--- src/rtl/ram_arbiter_pkg.sv ---
// ram_arb_pkg: shared types, constants and helpers for the even/odd byte RAM
// arbiter.
//   state_e   : transaction sequencer states (IDLE -> ACCESS -> DONE)
//   req_idx_e : identifies requester A (CPU) or requester B (loader/debug)
//   RAM_TOP   : first byte address above the RAM window
//   in_range  : window check for a byte or word access
package ram_arb_pkg;

    typedef enum logic [1:0] {
        IDLE   = 2'd0,
        ACCESS = 2'd1,
        DONE   = 2'd2
    } state_e;

    typedef enum logic {
        REQ_A = 1'b0,
        REQ_B = 1'b1
    } req_idx_e;

    localparam logic [15:0] RAM_TOP = 16'h4000;

    // True when every byte touched by the access lies in [rambase, RAM_TOP-1].
    // The last-byte sum is carried in 17 bits so that 0xffff plus one does not
    // wrap back into the window.
    function automatic logic in_range(input logic [15:0] addr,
                                      input logic        word,
                                      input logic [15:0] rambase);
        logic [16:0] last_byte;
        last_byte = {1'b0, addr} + {16'd0, word};
        return (addr >= rambase) && (last_byte <= {1'b0, RAM_TOP - 16'd1});
    endfunction

endpackage

--- src/rtl/ram_arbiter_if.sv ---
// ram_arbiter_if: request/acknowledge bundle for one RAM requester.
//   req   : request, held with stable fields until ack
//   we    : write (1) / read (0)
//   word  : 16-bit access (1) / byte access (0)
//   addr  : byte address
//   wdata : write data, byte writes use [7:0]
//   ack   : one-cycle completion pulse
//   rdata : read data, valid with ack
//   err   : out-of-window flag, valid with ack
// master modport is the requester side, slave modport is the arbiter side.
interface ram_arbiter_if;
    logic        req;
    logic        we;
    logic        word;
    logic [15:0] addr;
    logic [15:0] wdata;
    logic        ack;
    logic [15:0] rdata;
    logic        err;

    modport master (
        output req, we, word, addr, wdata,
        input  ack, rdata, err
    );

    modport slave (
        input  req, we, word, addr, wdata,
        output ack, rdata, err
    );
endinterface

--- src/rtl/ram_arbiter_lane_map.sv ---
// ram_lane_map: combinational steering between a byte/word request and the
// even/odd byte banks (little-endian, row = addr[15:1]).
//   Write side inputs : addr, word, we, ok (access inside window), wdata
//   Write side outputs: even_row/odd_row, even_wdata/odd_wdata,
//                       even_we/odd_we
//   Read side inputs  : rd_word, rd_addr0 (latched access shape),
//                       rd_data_even/rd_data_odd (bank read data)
//   Read side output  : rd_data, {8'h00, byte} or {high, low}
module ram_lane_map (
    input  logic [15:0] addr,
    input  logic        word,
    input  logic        we,
    input  logic        ok,
    input  logic [15:0] wdata,
    output logic [14:0] even_row,
    output logic [14:0] odd_row,
    output logic [7:0]  even_wdata,
    output logic [7:0]  odd_wdata,
    output logic        even_we,
    output logic        odd_we,
    input  logic        rd_word,
    input  logic        rd_addr0,
    input  logic [7:0]  rd_data_even,
    input  logic [7:0]  rd_data_odd,
    output logic [15:0] rd_data
);

    logic [14:0] row_s;
    logic [14:0] row_next_s;
    logic        wr_s;

    assign row_s      = addr[15:1];
    assign row_next_s = row_s + 15'd1;
    assign wr_s       = we & ok;

    // Route address and write data to the bank(s) the access touches. The
    // untouched bank on a byte access keeps the request row so its address
    // stays stable, with its strobe held low.
    always_comb begin
        even_row   = row_s;
        odd_row    = row_s;
        even_wdata = 8'h00;
        odd_wdata  = 8'h00;
        even_we    = 1'b0;
        odd_we     = 1'b0;
        if (!word) begin
            if (!addr[0]) begin
                even_wdata = wdata[7:0];
                even_we    = wr_s;
            end else begin
                odd_wdata  = wdata[7:0];
                odd_we     = wr_s;
            end
        end else if (!addr[0]) begin
            even_wdata = wdata[7:0];
            odd_wdata  = wdata[15:8];
            even_we    = wr_s;
            odd_we     = wr_s;
        end else begin
            // Unaligned word: low byte sits in the odd bank at this row, the
            // high byte in the even bank of the next row.
            odd_wdata  = wdata[7:0];
            even_row   = row_next_s;
            even_wdata = wdata[15:8];
            even_we    = wr_s;
            odd_we     = wr_s;
        end
    end

    // Reassemble read data from the two bank outputs.
    always_comb begin
        rd_data = 16'h0000;
        if (!rd_word) begin
            if (rd_addr0) begin
                rd_data = {8'h00, rd_data_odd};
            end else begin
                rd_data = {8'h00, rd_data_even};
            end
        end else if (!rd_addr0) begin
            rd_data = {rd_data_odd, rd_data_even};
        end else begin
            rd_data = {rd_data_even, rd_data_odd};
        end
    end

endmodule

--- src/rtl/ram_arbiter.sv ---
// ram_arbiter: two-requester arbiter and 3-cycle sequencer for the banked
// even/odd byte RAM occupying 0x4000-SIZE .. 0x3fff.
//   clk, reset        : clock, synchronous active-high reset
//   a, b              : requester bundles (ram_arbiter_if.slave); A is CPU,
//                       B is loader/debug
//   ram_*_even/_odd   : bank read row/data and write row/data/strobe; rows
//                       are absolute (byte address >> 1)
// Build option: RAM_ARB_RR_EN selects round-robin arbitration; without it A
// has fixed priority over B.
// Each transaction runs IDLE -> ACCESS -> DONE. Bank addresses, data and
// strobes are registered on entry to ACCESS; the bank returns read data in
// DONE, where ack/err are driven.
module ram_arbiter
    import ram_arb_pkg::*;
#(
    parameter int SIZE = 1024
) (
    input  logic        clk,
    input  logic        reset,
    ram_arbiter_if.slave a,
    ram_arbiter_if.slave b,
    output logic [14:0] ram_read_addr_even,
    input  logic [7:0]  ram_read_data_even,
    output logic [14:0] ram_write_addr_even,
    output logic [7:0]  ram_write_data_even,
    output logic        ram_write_en_even,
    output logic [14:0] ram_read_addr_odd,
    input  logic [7:0]  ram_read_data_odd,
    output logic [14:0] ram_write_addr_odd,
    output logic [7:0]  ram_write_data_odd,
    output logic        ram_write_en_odd
);

    localparam logic [15:0] RAMBASE = RAM_TOP - 16'(SIZE);

    state_e      state_r;
    req_idx_e    owner_r;
    logic        we_r;
    logic        word_r;
    logic        addr0_r;
    logic        err_r;
    logic [14:0] even_row_r;
    logic [14:0] odd_row_r;
    logic [7:0]  even_wdata_r;
    logic [7:0]  odd_wdata_r;
    logic        even_we_r;
    logic        odd_we_r;
    logic        a_ack_r;
    logic        b_ack_r;
    logic        a_err_r;
    logic        b_err_r;
`ifdef RAM_ARB_RR_EN
    req_idx_e    last_grant_r;
`endif

    logic        grant_valid_s;
    req_idx_e    grant_s;
    logic        sel_we_s;
    logic        sel_word_s;
    logic [15:0] sel_addr_s;
    logic [15:0] sel_wdata_s;
    logic        range_ok_s;
    logic [14:0] lane_even_row_s;
    logic [14:0] lane_odd_row_s;
    logic [7:0]  lane_even_wdata_s;
    logic [7:0]  lane_odd_wdata_s;
    logic        lane_even_we_s;
    logic        lane_odd_we_s;
    logic [15:0] rd_data_s;
    logic [15:0] rd_result_s;
    logic        a_ack_s;
    logic        b_ack_s;

    // Pick the requester to serve in IDLE.
    always_comb begin
        grant_valid_s = a.req | b.req;
        grant_s       = REQ_A;
`ifdef RAM_ARB_RR_EN
        if (a.req && b.req) begin
            grant_s = (last_grant_r == REQ_A) ? REQ_B : REQ_A;
        end else if (a.req) begin
            grant_s = REQ_A;
        end else begin
            grant_s = REQ_B;
        end
`else
        if (a.req) begin
            grant_s = REQ_A;
        end else begin
            grant_s = REQ_B;
        end
`endif
    end

    // Multiplex the winning requester's fields.
    always_comb begin
        sel_we_s    = a.we;
        sel_word_s  = a.word;
        sel_addr_s  = a.addr;
        sel_wdata_s = a.wdata;
        if (grant_s == REQ_B) begin
            sel_we_s    = b.we;
            sel_word_s  = b.word;
            sel_addr_s  = b.addr;
            sel_wdata_s = b.wdata;
        end else begin
            sel_we_s    = a.we;
            sel_word_s  = a.word;
            sel_addr_s  = a.addr;
            sel_wdata_s = a.wdata;
        end
    end

    assign range_ok_s = in_range(sel_addr_s, sel_word_s, RAMBASE);

    ram_lane_map u_lane_map (
        .addr         (sel_addr_s),
        .word         (sel_word_s),
        .we           (sel_we_s),
        .ok           (range_ok_s),
        .wdata        (sel_wdata_s),
        .even_row     (lane_even_row_s),
        .odd_row      (lane_odd_row_s),
        .even_wdata   (lane_even_wdata_s),
        .odd_wdata    (lane_odd_wdata_s),
        .even_we      (lane_even_we_s),
        .odd_we       (lane_odd_we_s),
        .rd_word      (word_r),
        .rd_addr0     (addr0_r),
        .rd_data_even (ram_read_data_even),
        .rd_data_odd  (ram_read_data_odd),
        .rd_data      (rd_data_s)
    );

    // Transaction sequencer with registered bank controls and ack/err flags.
    always_ff @(posedge clk) begin
        if (reset) begin
            state_r      <= IDLE;
            owner_r      <= REQ_A;
            we_r         <= 1'b0;
            word_r       <= 1'b0;
            addr0_r      <= 1'b0;
            err_r        <= 1'b0;
            even_row_r   <= 15'd0;
            odd_row_r    <= 15'd0;
            even_wdata_r <= 8'h00;
            odd_wdata_r  <= 8'h00;
            even_we_r    <= 1'b0;
            odd_we_r     <= 1'b0;
            a_ack_r      <= 1'b0;
            b_ack_r      <= 1'b0;
            a_err_r      <= 1'b0;
            b_err_r      <= 1'b0;
`ifdef RAM_ARB_RR_EN
            // B counts as last granted so that A wins the first contest.
            last_grant_r <= REQ_B;
`endif
        end else begin
            case (state_r)
                IDLE: begin
                    a_ack_r <= 1'b0;
                    b_ack_r <= 1'b0;
                    a_err_r <= 1'b0;
                    b_err_r <= 1'b0;
                    if (grant_valid_s) begin
                        owner_r      <= grant_s;
                        we_r         <= sel_we_s;
                        word_r       <= sel_word_s;
                        addr0_r      <= sel_addr_s[0];
                        err_r        <= ~range_ok_s;
                        even_row_r   <= lane_even_row_s;
                        odd_row_r    <= lane_odd_row_s;
                        even_wdata_r <= lane_even_wdata_s;
                        odd_wdata_r  <= lane_odd_wdata_s;
                        even_we_r    <= lane_even_we_s;
                        odd_we_r     <= lane_odd_we_s;
`ifdef RAM_ARB_RR_EN
                        last_grant_r <= grant_s;
`endif
                        state_r      <= ACCESS;
                    end else begin
                        state_r      <= IDLE;
                    end
                end
                ACCESS: begin
                    even_we_r <= 1'b0;
                    odd_we_r  <= 1'b0;
                    a_ack_r   <= (owner_r == REQ_A);
                    b_ack_r   <= (owner_r == REQ_B);
                    a_err_r   <= (owner_r == REQ_A) & err_r;
                    b_err_r   <= (owner_r == REQ_B) & err_r;
                    state_r   <= DONE;
                end
                DONE: begin
                    a_ack_r <= 1'b0;
                    b_ack_r <= 1'b0;
                    a_err_r <= 1'b0;
                    b_err_r <= 1'b0;
                    state_r <= IDLE;
                end
                default: begin
                    even_we_r <= 1'b0;
                    odd_we_r  <= 1'b0;
                    a_ack_r   <= 1'b0;
                    b_ack_r   <= 1'b0;
                    a_err_r   <= 1'b0;
                    b_err_r   <= 1'b0;
                    state_r   <= IDLE;
                end
            endcase
        end
    end

    // Strobes and acks are masked by reset so a transaction caught by reset
    // neither writes nor completes.
    assign ram_write_en_even   = even_we_r & ~reset;
    assign ram_write_en_odd    = odd_we_r & ~reset;
    assign ram_read_addr_even  = even_row_r;
    assign ram_write_addr_even = even_row_r;
    assign ram_write_data_even = even_wdata_r;
    assign ram_read_addr_odd   = odd_row_r;
    assign ram_write_addr_odd  = odd_row_r;
    assign ram_write_data_odd  = odd_wdata_r;

    assign a_ack_s = a_ack_r & ~reset;
    assign b_ack_s = b_ack_r & ~reset;

    // Bank data only arrives in DONE, so rdata is formed from the live bank
    // outputs and forced to zero for writes, errors and outside the ack.
    assign rd_result_s = (err_r | we_r) ? 16'h0000 : rd_data_s;

    assign a.ack   = a_ack_s;
    assign a.err   = a_err_r & ~reset;
    assign a.rdata = a_ack_s ? rd_result_s : 16'h0000;
    assign b.ack   = b_ack_s;
    assign b.err   = b_err_r & ~reset;
    assign b.rdata = b_ack_s ? rd_result_s : 16'h0000;

endmodule

--- src/flat_wrapper.sv ---
// flat-port wrapper written by rule: the top's interface ports become plain ports
module ram_arbiter_flat import ram_arb_pkg::*;
#(
    parameter int SIZE = 1024
)
  (clk, reset, ram_read_addr_even, ram_read_data_even, ram_write_addr_even, ram_write_data_even, ram_write_en_even, ram_read_addr_odd, ram_read_data_odd, ram_write_addr_odd, ram_write_data_odd, ram_write_en_odd, a_req, a_we, a_word, a_addr, a_wdata, a_ack, a_rdata, a_err, b_req, b_we, b_word, b_addr, b_wdata, b_ack, b_rdata, b_err);
  ram_arbiter_if a_i ();
  ram_arbiter_if b_i ();
  input  logic clk;
  input  logic reset;
  output logic [14:0] ram_read_addr_even;
  input  logic [7:0] ram_read_data_even;
  output logic [14:0] ram_write_addr_even;
  output logic [7:0] ram_write_data_even;
  output logic ram_write_en_even;
  output logic [14:0] ram_read_addr_odd;
  input  logic [7:0] ram_read_data_odd;
  output logic [14:0] ram_write_addr_odd;
  output logic [7:0] ram_write_data_odd;
  output logic ram_write_en_odd;
  input wire logic [$bits(a_i.req)-1:0] a_req;
  input wire logic [$bits(a_i.we)-1:0] a_we;
  input wire logic [$bits(a_i.word)-1:0] a_word;
  input wire logic [$bits(a_i.addr)-1:0] a_addr;
  input wire logic [$bits(a_i.wdata)-1:0] a_wdata;
  output wire logic [$bits(a_i.ack)-1:0] a_ack;
  output wire logic [$bits(a_i.rdata)-1:0] a_rdata;
  output wire logic [$bits(a_i.err)-1:0] a_err;
  input wire logic [$bits(b_i.req)-1:0] b_req;
  input wire logic [$bits(b_i.we)-1:0] b_we;
  input wire logic [$bits(b_i.word)-1:0] b_word;
  input wire logic [$bits(b_i.addr)-1:0] b_addr;
  input wire logic [$bits(b_i.wdata)-1:0] b_wdata;
  output wire logic [$bits(b_i.ack)-1:0] b_ack;
  output wire logic [$bits(b_i.rdata)-1:0] b_rdata;
  output wire logic [$bits(b_i.err)-1:0] b_err;
  assign a_i.req = a_req;
  assign a_i.we = a_we;
  assign a_i.word = a_word;
  assign a_i.addr = a_addr;
  assign a_i.wdata = a_wdata;
  assign a_ack = a_i.ack;
  assign a_rdata = a_i.rdata;
  assign a_err = a_i.err;
  assign b_i.req = b_req;
  assign b_i.we = b_we;
  assign b_i.word = b_word;
  assign b_i.addr = b_addr;
  assign b_i.wdata = b_wdata;
  assign b_ack = b_i.ack;
  assign b_rdata = b_i.rdata;
  assign b_err = b_i.err;
  ram_arbiter #(.SIZE(SIZE)) u_core (.clk(clk), .reset(reset), .a(a_i), .b(b_i), .ram_read_addr_even(ram_read_addr_even), .ram_read_data_even(ram_read_data_even), .ram_write_addr_even(ram_write_addr_even), .ram_write_data_even(ram_write_data_even), .ram_write_en_even(ram_write_en_even), .ram_read_addr_odd(ram_read_addr_odd), .ram_read_data_odd(ram_read_data_odd), .ram_write_addr_odd(ram_write_addr_odd), .ram_write_data_odd(ram_write_data_odd), .ram_write_en_odd(ram_write_en_odd));
endmodule
--- config.mk ---
export PLATFORM = sky130hd
export DESIGN_NAME = ram_arbiter_flat
export DESIGN_NICKNAME = d
export VERILOG_FILES = /design/src/rtl/ram_arbiter_pkg.sv /design/src/rtl/ram_arbiter_if.sv /design/src/rtl/ram_arbiter_lane_map.sv /design/src/rtl/ram_arbiter.sv /design/src/flat_wrapper.sv
export SDC_FILE = /design/constraint.sdc
export NUM_CORES = 1
export LEC_CHECK = 0
export ABC_AREA = 1
export BUFFER_PORTS_ARGS = -buffer_cell sky130_fd_sc_hd__buf_2
export CORE_MARGIN = 3
export CORE_UTILIZATION = 40
export DETAILED_ROUTE_END_ITERATION = 7
export PLACE_DENSITY = 0.71
export SYNTH_ARGS = -nofsm -noshare
export SYNTH_HDL_FRONTEND = slang
export SYNTH_HIERARCHICAL = 1
export SYNTH_SLANG_ARGS = --single-unit
--- constraint.sdc ---
create_clock -name clk -period 5.8 [get_ports clk]
set_clock_uncertainty 0.1 [all_clocks]
set_input_delay 0.29 -clock clk [delete_from_list [all_inputs] [get_ports clk]]
set_output_delay 0.29 -clock clk [all_outputs]
set_load 0.02 [all_outputs]
==> impl_summary.txt, run 1 <==
----------------------------------------------------
[Routing]
  Routed wire length ... 11100 microns
  Drt initial violations ... 292
  Per-cell routed wire length ... 11.9 microns
  Via-to-Cell Ratio ... 4.64
  Residual antenna-violating net count after detailed routing ... 0
  Count of vias placed by the detailed router ... 4342
  Post-route DRC violation count ... 0
  Number of detailed-routing iterations run before antenna repair ... 4

[Floorplanning]
  Number of core rows ... 36
  Die ar. ... 11400 sq um
  Height of the die ... 107 microns
  Initial cell density of the core ... 0.413
  Core outline area ... 9820 sq um
  I/O pin cnt ... 202
  Die X ... 107 microns

[Global route]
  Largest net degree at the start of global routing ... 56
  Global-route wire length before repair ... 17900 microns
  Number of antenna violations at the first check in global routing ... 0
  GRT Util Overall ... 0.191
  Via count of the first global-routing pass ... 3825
  Overflow left after global routing ... 0

[Setup path]
  WS Path Type ... in -> out
  Type of element launching the critical path ... primary input
  Critical path origin ... reset
  Reg-to-reg setup timing slack ... 3.29 ns
  Critical register-to-register path startpoint ... u_core/state_r[0]
  Arrival time worst endpoint ... 2.58 ns
  Required arrival time at the worst endpoint ... 5.41 ns
  Crit path capture type ... primary output
  Number of cells on the worst reg-to-reg path ... 6
  CP Max Fanout ... 52
  Worst R2R End ... u_core/err_r

[STA]
  RSZ-0062 raised after global routing ... false
  Transition time at the pin with the least slew margin ... 1.13 ns
  Post-route clock period utilization ... 0.512
  Finish-stage setup viols ... 0
  Number of hold violations in the final report ... 0
  Highest Clock Rate ... 0.337 GHz
  Time the worst path needs with I/O delays and setup ... 2.97 ns
  Final Max Tran Viols ... 0
  Setup Total Neg Slack ... 0 ns
  Worst max-slew margin expressed relative to the limit ... 0.245

[Synthesis]
  Number of distinct library cells after synthesis ... 34
  Post-synthesis average cell area ... 6.09 sq um
  Dominant cells by area after synthesis ... sky130_fd_sc_hd__dfxtp_1 (29%), sky130_fd_sc_hd__nand2_1 (14%), sky130_fd_sc_hd__nor2_1 (11%), sky130_fd_sc_hd__buf_4 (8.7%), sky130_fd_sc_hd__o21ai_0 (7.5%)
  Number of warnings issued by yosys ... 6
  Total of flip-flops plus latches after synthesis ... 59
  FFs w/ async S/R, synth ... 0
  Area leader, netlist ... sky130_fd_sc_hd__dfxtp_1
  Portion of synthesized cell area occupied by the leading cell type ... 0.291
  Sequential cell area fraction in the yosys report ... 0.291
  Synthesized instance count ... 665
  Post-synth EDFFs ... 0
  Most frequently used flop master after synthesis ... sky130_fd_sc_hd__dfxtp_1
  Number of nets in the synthesized netlist ... 756
  Synthesized area ... 4050 sq um

[CTS]
  Sinks on the clock net ... 59
  Clock-pin transition on the worst setup and hold timing paths ... 0.07 ns
  Buffers from clock root to sink, at most ... 2
  CTS root buf ... sky130_fd_sc_hd__clkbuf_8
  Clock tree from TritonCTS ... built
  # Post-CTS Setup Buffers ... 0
  Source-to-sink clock delay at the later pin of the worst-skew pair ... 0.34 ns
  Number of clock buffers inserted by TritonCTS ... 9
  Clock H-tree levels ... 3
  Count of instances resized after the clock tree is built ... 0
  Hold buffers post-CTS ... 0

[Final layout]
  Final Net Count ... 889
  Share of cells above drive strength 1 ... 0.298
  Total inserted antenna cells ... 0
  Synthesis-to-finish area growth ... 21.7%
  Final core utilization ... 0.502

[Run]
  Reported max-cap violation count ... 0

[Outcome]
  Outcome ... finished clean

[Min path]
  Worst Hold Class ... in -> reg
  Min-Delay Path Depth ... 2
  Hold Startpoint ... reset
  Worst hold endpoint ... u_core/state_r[1]

[Placed design]
  PortBufs ... 201
  Detailed placer's ending HPWL ... 8520 microns
  GPL Wtd Cong ... 0.812

[Pwr]
  Leakage power of the design ... 2.76 nW
  Peak supply drop ... 0.000119 V
  Total power per unit cell area ... 261 nW/um^2

----------------------------------------------------
[stage by stage]
step | setup slack (ns) | total power [mW] | instances | hold WS, ns | area, sq um
after floorplan | 3.62 | 0.792 | 665 | 0.311 | 4050
after global placement | 2.69 | 0.872 | 920 | 0.332 | 4710
after detailed placement | 2.65 | 0.876 | 920 | 0.347 | 4710
after CTS | 2.78 | 1.30 | 936 | 0.174 | 4930
after global routing | 2.43 | 1.36 | 936 | 0.197 | 4930
final | 2.83 | 1.29 | 936 | 0.194 | 4930
[layout make-up]
class	count	area, sq um
clock buffers	9	124
well taps	133	166
inverters	82	309
fillers	1111	4890
multi-input cells	445	2050
flip-flops and latches	59	1180
repair buffers	201	1010
clock inverters	7	100
[layer usage]
layer	vias to the layer above	GRT usage	part of all wire
met5	-	0	0
met4	0	0.0502	0.012
met3	13	0.0379	0.081
met2	157	0.311	0.45
met1	1867	0.260	0.46
li1	2305	-	-
[how the worst max path moves through the flow]
| stage | end | slack (ns) |
|---|---|---|
| 3_5_place_dp | u_core/err_r | 2.65 |
| 6_report | a_rdata[8] | 2.83 |
| 4_1_cts | a_rdata[8] | 2.78 |
| 2_1_floorplan | u_core/odd_we_r | 3.62 |
| 3_3_place_gp | u_core/err_r | 2.69 |
| 5_1_grt | b_rdata[4] | 2.43 |
[logic make-up after synthesis]
family	synth area share
flip-flops	0.291
adder cells (fa/ha/maj)	0.00926
AND/OR/NAND/NOR	0.350
XOR/XNOR	0.0151
AO/OA/AOI/OAI	0.131
buffers and inverters	0.204
[cell usage in the layout, fill, tap and decap left out, drive strengths merged, types with 3 or more instances in the layout]
master    netlist  routed
ha              3       3
inv            81      83
o21ai          71      71
nor2          121     121
buf            62     201
xnor2           4       4
a21oi          13      13
nor3           37      37
nand2         155     155
o22ai          14      14
xor2            3       3
clkinvlp        0       3
clkbuf         17       9
nand3          10      10
nand4           8       8
dfxtp          59      59
[synth_stat cells, drive strengths merged, types with 4 or more instances]
cell	number
nand2	155
o21ai	71
a21oi	13
nor3	37
nor2	121
dfxtp	59
o22ai	14
clkbuf	17
nand3	10
xnor2	4
nand4	8
inv	81
buf	62
[flip-flops by register name (all words and copies together), names as in the netlist]
signal                      cells
u_core/odd_we_r                 1
u_core/addr0_r                  1
u_core/even_we_r                1
u_core/b_ack_r                  1
u_core/ram_read_addr_even      15
u_core/a_ack_r                  1
u_core/we_r                     1
u_core/err_r                    1
u_core/ram_write_data_odd       8
u_core/state_r                  2
u_core/ram_read_addr_odd       15
u_core/a_err_r                  1
u_core/word_r                   1
u_core/b_err_r                  1
u_core/owner_r                  1
u_core/ram_write_data_even      8
[worst max-delay path, stage by stage]
cell	delay [ns]
sky130_fd_sc_hd__buf_2	0.16
sky130_fd_sc_hd__inv_1	0.83
sky130_fd_sc_hd__nand2_1	0.67
sky130_fd_sc_hd__nor3_1	0.39
sky130_fd_sc_hd__buf_2	0.23
[power breakdown]
group          internal (mW)  total [mW]  switching (mW)
registers              0.448       0.482          0.0340
logic                  0.124       0.382           0.258
clock network          0.244       0.421           0.177
No activity file was read; power rests on OpenSTA's default activity.
==> inputs of run 2 (changes only) <==
PLACE_DENSITY = 0.74   (was 0.71)
clock period = 2.54 ns   (was 5.8 ns; I/O delays follow)
==> impl_summary.txt, run 2 (synthesized netlist as in run 1, its figures left out) <==
----------------------------------------------------
[Setup path]
  Crit path capture type ... primary output
  Type of element launching the critical path ... flip-flop
  Arrival time worst endpoint ... 1.97 ns (-0.61 ns)
  Required arrival time at the worst endpoint ... 2.31 ns (-3.10 ns)
  WS Path Type ... reg -> out
  CP Max Fanout ... 22 (-58%)

[STA]
  Setup Total Neg Slack ... 0 ns (unchanged)
  Number of hold violations in the final report ... 0 (unchanged)
  Finish-stage setup viols ... 0 (unchanged)
  Worst max-slew margin expressed relative to the limit ... 0.365 (+0.120)
  Final Max Tran Viols ... 0 (unchanged)
  Time the worst path needs with I/O delays and setup ... 2.20 ns
  Transition time at the pin with the least slew margin ... 0.950 ns (-0.181 ns)
  RSZ-0062 raised after global routing ... false
  Post-route clock period utilization ... 0.866
  Highest Clock Rate ... 0.455 GHz
  Hold Worst Slack ... 0.0230 ns (-0.171 ns)

[Global route]
  Global-route wire length before repair ... 17700 microns (-0.62%)
  Number of antenna violations at the first check in global routing ... 0 (unchanged)
  Largest net degree at the start of global routing ... 55 (-1.8%)
  Overflow left after global routing ... 0 (unchanged)
  Via count of the first global-routing pass ... 3800 (-0.65%)
  GRT Util Overall ... 0.189 (-0.00249)

[Floorplanning]
  Die X ... 107 microns (unchanged)
  Height of the die ... 107 microns (unchanged)
  Initial cell density of the core ... 0.413 (unchanged)
  Die ar. ... 11400 sq um (unchanged)
  Number of core rows ... 36 (unchanged)
  Core outline area ... 9820 sq um (unchanged)
  I/O pin cnt ... 202 (unchanged)

[Placed design]
  GPL Wtd Cong ... 0.862 (+6.1%)
  Detailed placer's ending HPWL ... 8500 microns (-0.26%)
  PortBufs ... 201 (unchanged)

[Pwr]
  Leakage power of the design ... 2.81 nW (+2.0%)
  Peak supply drop ... 0.000247 V (+110%)
  Total power per unit cell area ... 605 nW/um^2 (+130%)

[CTS]
  Number of clock buffers inserted by TritonCTS ... 9 (unchanged)
  Hold buffers post-CTS ... 0 (unchanged)
  Buffers from clock root to sink, at most ... 2 (unchanged)
  Source-to-sink clock delay at the later pin of the worst-skew pair ... 0.33 ns (about the same)
  # Post-CTS Setup Buffers ... 0 (unchanged)
  Sinks on the clock net ... 59 (unchanged)
  Clock H-tree levels ... 3 (unchanged)
  Count of instances resized after the clock tree is built ... 0 (unchanged)
  Clock-pin transition on the worst setup and hold timing paths ... 0.07 ns (about the same)
  Clock tree from TritonCTS ... built
  CTS root buf ... sky130_fd_sc_hd__clkbuf_8

[Routing]
  Per-cell routed wire length ... 11.8 microns (-0.90%)
  Routed wire length ... 11100 microns (-0.16%)
  Count of vias placed by the detailed router ... 4383 (+0.94%)
  Post-route DRC violation count ... 0 (unchanged)
  Residual antenna-violating net count after detailed routing ... 0 (unchanged)
  Drt initial violations ... 292 (unchanged)
  Number of detailed-routing iterations run before antenna repair ... 4 (unchanged)
  Via-to-Cell Ratio ... 4.65 (+0.19%)

[Final layout]
  Total area of multi-input combinational cells ... 2050 sq um (unchanged)
  Most common cell after layout, fill and taps aside ... sky130_fd_sc_hd__buf_2
  Share of cells above drive strength 1 ... 0.304 (+0.00607)
  Final-layout fill cell count ... 1082 (-2.6%)
  Final core utilization ... 0.510 (+0.00790)
  Final Net Count ... 896 (+0.79%)
  Most used cells in the layout excluding fill and tap cells ... sky130_fd_sc_hd__buf_2 (201), sky130_fd_sc_hd__nand2_1 (148), sky130_fd_sc_hd__nor2_1 (117), sky130_fd_sc_hd__inv_1 (78), sky130_fd_sc_hd__o21ai_0 (61)
  Total inserted antenna cells ... 0 (unchanged)
  Register area ... 1180 sq um (unchanged)
  Synthesis-to-finish area growth ... 23.6%

[Run]
  Reported max-cap violation count ... 0 (unchanged)

[Min path]
  Worst Hold Class ... in -> reg

[Outcome]
  Outcome ... finished clean

----------------------------------------------------
-- run 2: per-stage QoR --
step                instance area (sq um)  setup slack [ns]  cells  total power [mW]
global route                         5010            0.0952    943              3.23
global placement                     4760             0.454    927              2.00
CTS                                  5010             0.295    943              3.06
detailed placement                   4760             0.354    927              2.01
finish                               5010             0.341    943              3.03
floorplan                            4050             0.521    665              1.81
-- run 2: path summary, 6_finish.rpt --
check	startpoint	endpoint	slack, ns	cells after the start
worst max-delay path	u_core/addr0_r	a_rdata[9]	0.34	6
worst min-delay path	reset	u_core/state_r[1]	0.02	2
worst max register to register	u_core/state_r[0]	u_core/err_r	0.96	6
worst min register to register	u_core/state_r[1]	u_core/state_r[1]	0.35	1
-- run 2: cell type report --
class,instances,share of cell area
flip-flops and latches,59,0.236
well taps,133,0.0332
inverters,82,0.0617
clock buffers,9,0.0247
clock inverters,7,0.0250
multi-input cells,445,0.408
repair buffers,208,0.211
-- run 2: power breakdown --
part           internal (mW)  switching [mW]  leakage (nW)
Clock                  0.660           0.388         0.124
Sequential              1.02          0.0700         0.489
Combinational          0.292           0.597          2.20
Total                   1.98            1.06          2.81
-- run 2: layer usage --
layer	track usage	wire (microns)
met5	0	0
met4	0.0493	71
met3	0.0439	857
met2	0.288	4720
met1	0.268	5440
-- run 2: worst max-delay path: stages, from the launching register on --
cell                      delay (ns)
sky130_fd_sc_hd__dfxtp_1        0.70
sky130_fd_sc_hd__buf_4          0.27
sky130_fd_sc_hd__o21ai_1        0.08
sky130_fd_sc_hd__a21oi_1        0.14
sky130_fd_sc_hd__inv_1          0.07
sky130_fd_sc_hd__nor3_1         0.18
sky130_fd_sc_hd__buf_2          0.21
==> inputs of run 3 (changes only) <==
--- a/config.mk
+++ b/config.mk
@@ -12,3 +12,3 @@
 export DETAILED_ROUTE_END_ITERATION = 7
-export PLACE_DENSITY = 0.74
+export PLACE_DENSITY_LB_ADDON = 0.25
 export SYNTH_ARGS = -nofsm -noshare
==> constraint.sdc (replaced) <==
create_clock -name clk -period 2.54 [get_ports clk]
set_clock_uncertainty 0.1 [all_clocks]
set_input_delay 0.254 -clock clk [delete_from_list [all_inputs] [get_ports clk]]
set_output_delay 0.254 -clock clk [all_outputs]
set_load 0.02 [all_outputs]
==> impl_summary.txt, run 3 (synthesized netlist as in run 1, its figures left out) <==
----------------------------------------------------
[Floorplanning]
  Core outline area ... 9820 sq um (unchanged)
  Number of core rows ... 36 (unchanged)
  Height of the die ... 107 microns (unchanged)
  Initial cell density of the core ... 0.413 (unchanged)
  Die ar. ... 11400 sq um (unchanged)
  Die X ... 107 microns (unchanged)
  I/O pin cnt ... 202 (unchanged)

[STA]
  Final Max Tran Viols ... 0 (unchanged)
  Hold Worst Slack ... 0.139 ns (+0.116 ns)
  Setup Total Neg Slack ... 0 ns (unchanged)
  RSZ-0062 raised after global routing ... false
  Transition time at the pin with the least slew margin ... 0.947 ns (-0.00217 ns)
  Number of hold violations in the final report ... 0 (unchanged)
  Highest Clock Rate ... 0.447 GHz (-1.8%)
  Post-route clock period utilization ... 0.882 (+0.0159)
  Worst max-slew margin expressed relative to the limit ... 0.367 (+0.00145)
  Finish-stage setup viols ... 0 (unchanged)
  Time the worst path needs with I/O delays and setup ... 2.24 ns (+0.0403 ns)

[Global route]
  Via count of the first global-routing pass ... 3937 (+3.6%)
  Overflow left after global routing ... 0 (unchanged)
  Number of antenna violations at the first check in global routing ... 0 (unchanged)
  Global-route wire length before repair ... 18600 microns (+4.7%)
  Largest net degree at the start of global routing ... 55 (unchanged)
  GRT Util Overall ... 0.198 (+0.00888)

[Placed design]
  GPL Wtd Cong ... 0.814 (-5.6%)
  Detailed placer's ending HPWL ... 8690 microns (+2.3%)
  PortBufs ... 201 (unchanged)

[CTS]
  Clock tree from TritonCTS ... built
  Number of clock buffers inserted by TritonCTS ... 9 (unchanged)
  Sinks on the clock net ... 59 (unchanged)
  Source-to-sink clock delay at the later pin of the worst-skew pair ... 0.33 ns (about the same)
  CTS root buf ... sky130_fd_sc_hd__clkbuf_8
  Clock H-tree levels ... 3 (unchanged)
  # Post-CTS Setup Buffers ... 0 (unchanged)
  Buffers from clock root to sink, at most ... 2 (unchanged)
  Clock-pin transition on the worst setup and hold timing paths ... 0.06 ns (about the same)
  Hold buffers post-CTS ... 0 (unchanged)
  Count of instances resized after the clock tree is built ... 0 (unchanged)

[Setup path]
  WS Path Type ... reg -> out
  Crit path capture type ... primary output
  Type of element launching the critical path ... flip-flop
  CP Max Fanout ... 32 (+45%)
  Arrival time worst endpoint ... 1.89 ns (-0.08 ns)
  Required arrival time at the worst endpoint ... 2.19 ns (-0.12 ns)

[Min path]
  Worst Hold Class ... in -> reg

[Routing]
  Count of vias placed by the detailed router ... 4398 (+0.34%)
  Residual antenna-violating net count after detailed routing ... 0 (unchanged)
  Per-cell routed wire length ... 12.1 microns (+2.7%)
  Number of detailed-routing iterations run before antenna repair ... 5 (+1)
  Post-route DRC violation count ... 0 (unchanged)
  Routed wire length ... 11400 microns (+2.8%)
  Via-to-Cell Ratio ... 4.66 (+0.24%)
  Drt initial violations ... 242 (-17%)

[Pwr]
  Overall power of the completed layout ... 2.96 mW (-2.3%)
  Peak supply drop ... 0.000234 V (-5.3%)
  Leakage power of the design ... 2.80 nW (-0.23%)
  Total power per unit cell area ... 592 nW/um^2 (-2.1%)

[Final layout]
  Most used cells in the layout excluding fill and tap cells ... sky130_fd_sc_hd__buf_2 (201), sky130_fd_sc_hd__nand2_1 (148), sky130_fd_sc_hd__nor2_1 (117), sky130_fd_sc_hd__inv_1 (78), sky130_fd_sc_hd__o21ai_0 (61)
  Share of cells above drive strength 1 ... 0.303 (-0.000374)
  Final Net Count ... 897 (+0.11%)
  Total inserted antenna cells ... 0 (unchanged)
  Most common cell after layout, fill and taps aside ... sky130_fd_sc_hd__buf_2
  Synthesis-to-finish area growth ... 23.3%
  Final-layout fill cell count ... 1075 (-0.65%)

[Outcome]
  Outcome ... finished clean

[Run]
  Reported max-cap violation count ... 0 (unchanged)

----------------------------------------------------
## run 3: per-layer routing
| metal | up-vias | part of all wire | track usage |
|---|---|---|---|
| li1 | 2320 | - | - |
| met2 | 171 | 0.45 | 0.318 |
| met5 | - | 0 | 0 |
| met1 | 1897 | 0.46 | 0.274 |
| met4 | 0 | 0.011 | 0.0539 |
| met3 | 10 | 0.075 | 0.0337 |
## run 3: per-stage QoR
stage / util / instances / instance area [sq um] / setup WS (ns)
2_1_floorplan: - / 665 / 4050 / 0.394
3_3_place_gp: 0.486 / 928 / 4770 / 0.363
3_5_place_dp: 0.486 / 928 / 4770 / 0.314
4_1_cts: 0.509 / 944 / 5000 / 0.291
5_1_grt: 0.509 / 944 / 5000 / 0.0869
6_report: 0.509 / 944 / 5000 / 0.301
## run 3: layout make-up
cell class,count,area [sq um],area share
multi-input combinational,445,2050,0.409
sequential,59,1180,0.236
timing repair buffer,209,1070,0.213
inverter,82,309,0.0619
tap,133,166,0.0333
clock buffer,12,155,0.0311
clock inverter,4,72.6,0.0145
## run 3: path summary, 6_finish.rpt
path / startpoint / end / slack (ns) / cells past startpoint
worst max-delay path: u_core/err_r / b_rdata[12] / 0.30 / 4
worst min register to register: u_core/owner_r / u_core/a_ack_r / 0.35 / 1
worst max register to register: u_core/state_r[0] / u_core/err_r / 0.94 / 6
worst min-delay path: reset / u_core/state_r[1] / 0.14 / 2
## run 3: power by group
part / internal, mW / leakage [nW] / total, mW / switching (mW)
clock network: 0.605 / 0.113 / 0.972 / 0.367
registers: 1.02 / 0.489 / 1.09 / 0.0613
logic: 0.294 / 2.20 / 0.903 / 0.609
## run 3: critical path, stage by stage, from the launching register on
cell,delay (ns)
sky130_fd_sc_hd__dfxtp_1,0.30
sky130_fd_sc_hd__inv_1,0.11
sky130_fd_sc_hd__nand2_1,0.54
sky130_fd_sc_hd__nor3_1,0.38
sky130_fd_sc_hd__buf_2,0.22
